===== config.mk =====
export PLATFORM = sky130hd
export DESIGN_NAME = edge_pipe_seq
export DESIGN_NICKNAME = d
export VERILOG_FILES = /design/src/rtl/edge_pipe_pkg.sv /design/src/rtl/edge_pipe_wdog.sv /design/src/rtl/edge_pipe_seq.sv
export SDC_FILE = /design/constraint.sdc
export NUM_CORES = 1
export LEC_CHECK = 0
export CORE_MARGIN = 5
export CORE_UTILIZATION = 54
export DETAILED_ROUTE_END_ITERATION = 8
export PLACE_DENSITY = 0.79
export SYNTH_ARGS = -nofsm -noshare
export SYNTH_HDL_FRONTEND = slang
export SYNTH_SLANG_ARGS = --single-unit
export TNS_END_PERCENT = 30

===== constraint.sdc =====
create_clock -name clk -period 2.6 [get_ports clk]
set_input_delay 0.65 -clock clk [delete_from_list [all_inputs] [get_ports clk]]
set_output_delay 0.65 -clock clk [all_outputs]
set_load 0.01 [all_outputs]

===== src/rtl/edge_pipe_pkg.sv =====
// Shared types and helpers for the edge-detector frame sequencer.
// Covers the FSM state encoding and frame-buffer rotation arithmetic.
package edge_pipe_pkg;

  typedef enum logic [2:0] {
    IDLE,
    CLEAR,
    RUN,
    NEXT,
    DONE,
    ERR
  } state_t;

  // Buffer index reached by stepping 'step' places around a pool of num_fb buffers.
  function automatic int fb_rot(input int base, input int step, input int num_fb);
    return (base + step) % num_fb;
  endfunction

endpackage


===== src/rtl/edge_pipe_wdog.sv =====
// Per-stage watchdog: cleared by load, counts run cycles on inc.
// expire flags the cycle whose increment reaches LIMIT.
module edge_pipe_wdog #(
  parameter int CNT_BITS = 13,
  parameter int LIMIT    = 4112
) (
  input  logic clk,
  input  logic rst_n,
  input  logic load,
  input  logic inc,
  output logic expire
);

  logic [CNT_BITS-1:0] count_reg;

  always_ff @(posedge clk or negedge rst_n) begin
    if (!rst_n) begin
      count_reg <= '0;
    end else if (load) begin
      count_reg <= '0;
    end else if (inc) begin
      count_reg <= count_reg + CNT_BITS'(1);
    end
  end

  // Depends on the count only, so the FSM can use it without a combinational loop.
  assign expire = (count_reg == CNT_BITS'(LIMIT - 1));

endmodule


===== src/rtl/edge_pipe_seq.sv =====
// Frame-level sequencer: clears, runs and retires each pixel-sweep stage in turn,
// routing rotating source/destination frame buffers and reporting done or error.
module edge_pipe_seq
  import edge_pipe_pkg::*;
#(
  parameter int NUM_STG     = 3,
  parameter int NUM_FB      = 3,
  parameter int FB_SEL_BITS = 2,
  parameter int STG_BITS    = 2,
  parameter int PIX_CNT     = 4096,
  parameter int WDOG_SLACK  = 16,
  parameter int CNT_BITS    = 13
) (
  input  logic                   clk,
  input  logic                   rst_n,
  input  logic                   start,
  input  logic                   abort,
  output logic                   busy,
  output logic                   frame_done,
  output logic                   err,
  output logic [NUM_STG-1:0]     stg_clr_n,
  output logic [NUM_STG-1:0]     stg_run,
  input  logic [NUM_STG-1:0]     stg_done,
  output logic [STG_BITS-1:0]    cur_stg,
  output logic [FB_SEL_BITS-1:0] src_sel,
  output logic [FB_SEL_BITS-1:0] dst_sel
);

  state_t                 state_reg, state_next;
  logic [STG_BITS-1:0]    cur_reg, cur_next;
  logic [FB_SEL_BITS-1:0] base_reg, base_next;
  logic                   busy_reg, busy_next;
  logic                   err_reg, err_next;
  logic                   wd_load, wd_inc, wd_expire;
  logic [NUM_STG-1:0]     sel;
  logic                   cur_done;
  logic                   last_stg;

  edge_pipe_wdog #(
    .CNT_BITS(CNT_BITS),
    .LIMIT   (PIX_CNT + WDOG_SLACK)
  ) u_wdog (
    .clk   (clk),
    .rst_n (rst_n),
    .load  (wd_load),
    .inc   (wd_inc),
    .expire(wd_expire)
  );

  // Stage controls are decoded from registered state only.
  for (genvar gi = 0; gi < NUM_STG; gi++) begin : g_stg
    assign sel[gi]       = (cur_reg == STG_BITS'(gi));
    assign stg_run[gi]   = (state_reg == RUN) && sel[gi];
    assign stg_clr_n[gi] = !((state_reg == CLEAR) && sel[gi]);
  end

  assign cur_done = |(stg_done & sel);
  assign last_stg = (cur_reg == STG_BITS'(NUM_STG - 1));

  always_comb begin
    state_next = state_reg;
    cur_next   = cur_reg;
    base_next  = base_reg;
    busy_next  = busy_reg;
    err_next   = err_reg;
    wd_load    = 1'b0;
    wd_inc     = 1'b0;
    case (state_reg)
      IDLE: begin
        if (start) begin
          state_next = CLEAR;
          cur_next   = '0;
          err_next   = 1'b0;
          busy_next  = 1'b1;
        end
      end
      CLEAR: begin
        wd_load    = 1'b1;
        state_next = abort ? ERR : RUN;
      end
      RUN: begin
        wd_inc = 1'b1;
        if (abort) begin
          state_next = ERR;
        end else if (cur_done) begin
          state_next = NEXT;
        end else if (wd_expire) begin
          state_next = ERR;
        end
      end
      NEXT: begin
        if (abort) begin
          state_next = ERR;
        end else if (last_stg) begin
          state_next = DONE;
        end else begin
          cur_next   = cur_reg + STG_BITS'(1);
          state_next = CLEAR;
        end
      end
      DONE: begin
        // Next frame reads from this frame's final output buffer.
        base_next  = FB_SEL_BITS'(fb_rot(int'(base_reg), NUM_STG, NUM_FB));
        busy_next  = 1'b0;
        state_next = IDLE;
      end
      ERR: begin
        err_next   = 1'b1;
        busy_next  = 1'b0;
        state_next = IDLE;
      end
      default: state_next = IDLE;
    endcase
  end

  always_ff @(posedge clk or negedge rst_n) begin
    if (!rst_n) begin
      state_reg <= IDLE;
      cur_reg   <= '0;
      base_reg  <= '0;
      busy_reg  <= 1'b0;
      err_reg   <= 1'b0;
    end else begin
      state_reg <= state_next;
      cur_reg   <= cur_next;
      base_reg  <= base_next;
      busy_reg  <= busy_next;
      err_reg   <= err_next;
    end
  end

  assign busy       = busy_reg;
  assign err        = err_reg;
  assign frame_done = (state_reg == DONE);
  assign cur_stg    = cur_reg;
  assign src_sel    = FB_SEL_BITS'(fb_rot(int'(base_reg), int'(cur_reg), NUM_FB));
  assign dst_sel    = FB_SEL_BITS'(fb_rot(int'(base_reg), int'(cur_reg) + 1, NUM_FB));

endmodule


* After elaboration in Yosys (flattened, before gate mapping)
Index checks and enable logic that the tools add are counted.
** Storage, ports and cells
- Register bits after elaboration :: 22
- Bits of input ports :: 7
- Output and inout bits :: 15
- Logic and storage cells :: 69
** Operators by class
- Add/sub/neg operators :: 6
- Divide/modulo/power cells :: 3
- Equality and inequality tests :: 12
- Multiplexer cells :: 20
- Bitwise gates (word level) :: 1
- Reduce and logical (&&, ||, !) cells :: 21
** Operators by type and width (number)
- remainder unit 32 x 3 -> 32 bit (second input constant) :: 3
- two-way mux 13 bit :: 2
- two-way mux 3 bit :: 7
- adder 13 x 1 -> 13 bit (second input constant) :: 1
- == test 13 bit (second input constant) :: 1
- one-hot mux 3 bit (4 select lines) :: 1
- nonzero test 2 bit :: 4
- == test 3 x 2 -> 1 bit (second input constant) :: 2
- == test 3 bit (second input constant) :: 2
- logical AND 1 bit :: 6
- two-way mux 2 bit :: 3
- inequality test 2 bit (second input constant) :: 3
- AND reduction 2 bit :: 3
- adder 2 x 3 -> 4 bit :: 1
- two-way mux 1 bit :: 4
- inequality test 4 x 3 -> 1 bit (second input constant) :: 1
- one-hot mux 1 bit (2 select lines) :: 2
- one-hot mux 2 bit (2 select lines) :: 1
- AND reduction 4 bit :: 1
- adder 2 x 1 -> 3 bit (second input constant) :: 1
- adder 2 x 2 -> 3 bit :: 1
- adder 2 x 2 -> 3 bit (second input constant) :: 1
- bitwise AND 3 bit :: 1
- == test 3 x 1 -> 1 bit (second input constant) :: 1
- 8 further kinds :: 10

* Longest topological paths before layout
- Depth after elaboration :: 6
- Mapped depth :: 8
- Mapped depth without buffers :: 8

* By module
Synthesis repeated with hierarchy kept, for this count alone.
** Unflattened totals
- Cells, all modules :: 148
- Area total of the unflattened synthesis :: 1436.4 um^2
** Modules (own cells, without submodules)
- edge_pipe_seq :: times used 1, cells an instance 78, area an instance 743.2 um^2, sequential area each 225.2 um^2
- edge_pipe_wdog :: times used 1, cells an instance 70, area an instance 693.2 um^2, sequential area each 325.3 um^2

* Least setup slack after synthesis
No wires, ideal clock.
- Path type :: reg2out
- Start :: register cur_reg[0] (netlist: cur_stg[0])
- End :: output dst_sel[0]
- Data arrival time :: 1.842 ns
- Data required time :: 1.950 ns
- Slack :: 0.108 ns
- Cell stages (with the launch flop) :: 8
- Buffers on the path :: 0
- Path through :: dfrtp_1 inv_1 ha_1 fa_1 nor2_1 ha_1 a21oi_1 xnor2_1
** On the way
- Longest elaborated chain between the ends :: 3
** Ends and longest elaborated chain
- from (decl) :: RTL line edge_pipe_seq.sv:30 : logic [STG_BITS-1:0] cur_reg, cur_next;
- from (signal assigned) :: RTL line edge_pipe_seq.sv:125 : cur_reg <= cur_next;
- adder 2 x 1 -> 3 bit :: RTL line edge_pipe_seq.sv:137 : assign dst_sel = FB_SEL_BITS'(fb_rot(int'(base_reg), int'(cur_reg) + 1, NUM_FB));
- adder 2 x 3 -> 4 bit :: RTL line edge_pipe_pkg.sv:16 : return (base + step) % num_fb;
- remainder unit 32 x 3 -> 32 bit :: RTL line edge_pipe_pkg.sv:16
- to (decl) :: RTL line edge_pipe_seq.sv:26 : output logic [FB_SEL_BITS-1:0] dst_sel
Every way passes these cells.

* Final worst setup path
- Start :: register base_reg[0]
- End :: output src_sel[0]
** On the way
- Longest elaborated chain between the ends :: 2
** Ends and longest elaborated chain
- from (decl) :: RTL line edge_pipe_seq.sv:31 : logic [FB_SEL_BITS-1:0] base_reg, base_next;
- from (signal assigned) :: RTL line edge_pipe_seq.sv:126 : base_reg <= base_next;
- adder 2 x 2 -> 3 bit :: RTL line edge_pipe_pkg.sv:16
- remainder unit 32 x 3 -> 32 bit :: RTL line edge_pipe_pkg.sv:16
- to (decl) :: RTL line edge_pipe_seq.sv:25 : output logic [FB_SEL_BITS-1:0] src_sel,
Every way passes these cells.

==> flow_summary.json <==
{
  "largest_reg_flops": 13,
  "r2r_setup_slack_ns": 0.56,
  "hp-class": "register to register",
  "setup_tns_ns": -0.811,
  "synthFlopType": "dfrtp_1",
  "hold_violations": 0,
  "ff2ff_path_depth": 4,
  "synth-edff-count": 0,
  "path_depth": 8,
  "area_growth_pct": 27.3,
  "ys_types": 50,
  "synth_top_area_cell": "dfrtp_1",
  "grt_pass1_vias": 1346,
  "h-tree-depth": 1,
  "clock_tree.buffer_depth": 2,
  "rsz0062_at_grt": "true",
  "slew_headroom_pct": 64.4,
  "die_area_sq_um": 3920,
  "vdd.ir_drop.worst_mv": 0.612,
  "cts.clk_slew.worst_paths_ns": 0.12,
  "route.vias.total": 1273,
  "rows": 19,
  "worst_slack_ns": -0.227,
  "violations": "setup timing",
  "final_common_cell": "dfrtp_1",
  "syn_area_sq_um": 1500,
  "synth.avg_cell_area_sq_um": 9.78,
  "pre_cts_slack_ns": -0.382,
  "grt_usage_pct": 18.4,
  "most-common-layout-cells": "dfrtp_1 (19), clkdlybuf4s50_1 (17), nand2_1 (15), inv_1 (13), buf_4 (11)",
  "diodes": 0,
  "max_freq_mhz": 354,
  "power_leakage_nw": 0.802,
  "cp_top_family": "adder cells",
  "wl_per_cell_um": 15.7,
  "port-buffer-count": 21,
  "num-fill-cells": 198,
  "synth_nets": 170,
  "setup_violations": 4,
  "die_h_um": 62.6,
  "clock_latency_ns": 0.31,
  "drive_above_1_share_pct": 25.9,
  "status": "finished, violations left",
  "crit_arrival_ns": 2.18,
  "first_pass_iters": 4,
  "synthTopCellsByArea": "dfrtp_1 (37%), ha_1 (6.7%), mux2i_1 (5.4%)",
  "antenna_left": 0,
  "required_ns": 1.95,
  "yosysWarnings": 0,
  "worstPathCellList": "ha_2 -> fa_1 -> inv_2 -> nor2_4 -> ha_4 -> a21oi_4 -> xnor2_2 -> buf_2",
  "routed_via_density": 5.89,
  "die_w_um": 62.6,
  "core_sq_um": 2710,
  "grt_max_degree": 23,
  "grt_pass1_wl_mm": 6.10,
  "regArea_sq_um": 554,
  "finClkSkew_ns": 0.00658,
  "place_congestion": 0.797,
  "max_slew.worst_pin.slew_ns": 0.534,
  "path_buf_inv": 2,
  "synthCells": 153,
  "power_per_cell_area_nw_per_um2": 717,
  "drt-total-wl_mm": 3.39,
  "nets": 204,
  "antenna_found_initial": 0,
  "maxCapViolations": 0,
  "cts-root-buf": "clkbuf_4",
  "drcViolationCount": 0,
  "crit_end": "src_sel[0]",
  "period_minus_slack_ns": 2.83,
  "synth.top_cell.area_share_pct": 36.8,
  "critPathMaxStageDelay_ns": 0.45,
  "synth-seq-area-share_pct": 36.8,
  "multi_input_area_sq_um": 926,
  "cts.sinks": 22,
  "critPathCaptureType": "output port",
  "numCtsBuffers": 3,
  "reg2reg_to": "u_wdog.count_reg[10]$_DFFE_PN0P_",
  "slew_viol_final": 0,
  "initial_utilization_pct": 55.2,
  "dpl.hpwl_mm": 2.46,
  "grt_overflow": 0,
  "drt_iter0_drc": 65,
  "ctsHoldBuffers": 0,
  "tritoncts": "built",
  "total_power_w": 0.00137,
  "period_share_pct": 109,
  "worstSetupPathType": "register to output port",
  "timing.rr.start": "state_reg[0]$_DFFE_PN0P_",
  "ys_async_sr_fraction_pct": 100,
  "ys_seq_elements": 22,
  "slowest_stage": "fa_1",
  "start_kind": "register",
  "ios": 22,
  "crit_path_start": "base_reg[0]$_DFFE_PN0P_",
  "crit_fanout": 3
}
-- metal layers --
metal  vias to the layer above  global-route usage, %  share of wire [%]  wire length (um)
li1                        620                      -                  -                 -
met5                         -                      0                  0                 0
met2                        25                   33.0                 53              1790
met3                         5                   4.86                4.8               163
met1                       623                   21.2                 41              1410
met4                         0                   5.57               0.86                29
-- cells by family after synthesis --
family | after synthesis | synth area share [%]
and+or+nand+nor | 60 | 24.4
AOI/OAI and AO/OA | 27 | 13.5
DFF | 22 | 36.8
buffers and inverters | 21 | 7.19
muxes | 11 | 7.61
adders and majority gates | 10 | 9.36
xor gates and xnor gates | 2 | 1.17
-- through the flow --
stage	hold WS, ns	cells	utilization, %	instance area [sq um]
after floorplan	0.354	153	-	1500
after global placement	0.455	210	65.6	1780
after detailed placement	0.482	210	65.6	1780
after CTS	0.502	216	67.9	1840
after global routing	0.517	216	70.3	1900
final	0.497	216	70.3	1900
-- synth_stat cells (4+ instances only) --
| cell | count |
|---|---|
| nor2_1 | 4 |
| mux2i_1 | 8 |
| nand3_1 | 6 |
| inv_1 | 15 |
| dfrtp_1 | 22 |
| ha_1 | 8 |
| nor4_1 | 4 |
| a21oi_1 | 8 |
| nand2_1 | 15 |
| nor3_1 | 5 |
-- timing repair --
item,4_1_cts,5_1_grt
setup endpoints to repair,7,9
pin swaps,5,4
resized for setup,28,14
setup buffers,3,0
-- final cells by class --
class	instances	area share, %
clock buffer	3	1.18
timing repair buffer	35	16.1
multi-input combinational	110	48.6
sequential	22	29.1
tap	31	2.04
inverter	15	2.96
-- worst min-delay path by stage --
stage / startpoint / to / cells past startpoint
floorplan: rst_n / base_reg[0]$_DFFE_PN0P_ / 0
global placement: u_wdog.count_reg[12]$_DFFE_PN0P_ / u_wdog.count_reg[12]$_DFFE_PN0P_ / 1
detailed placement: base_reg[0]$_DFFE_PN0P_ / base_reg[1]$_DFFE_PN0P_ / 1
CTS: u_wdog.count_reg[12]$_DFFE_PN0P_ / u_wdog.count_reg[12]$_DFFE_PN0P_ / 1
global route: u_wdog.count_reg[12]$_DFFE_PN0P_ / u_wdog.count_reg[12]$_DFFE_PN0P_ / 1
finish: u_wdog.count_reg[12]$_DFFE_PN0P_ / u_wdog.count_reg[12]$_DFFE_PN0P_ / 1
-- where the power goes --
part           switching, W  internal [W]
combinational      0.000355      0.000355
clock              0.000102     0.0000542
sequential        0.0000990      0.000401
Power figures use the tool's default switching activity.
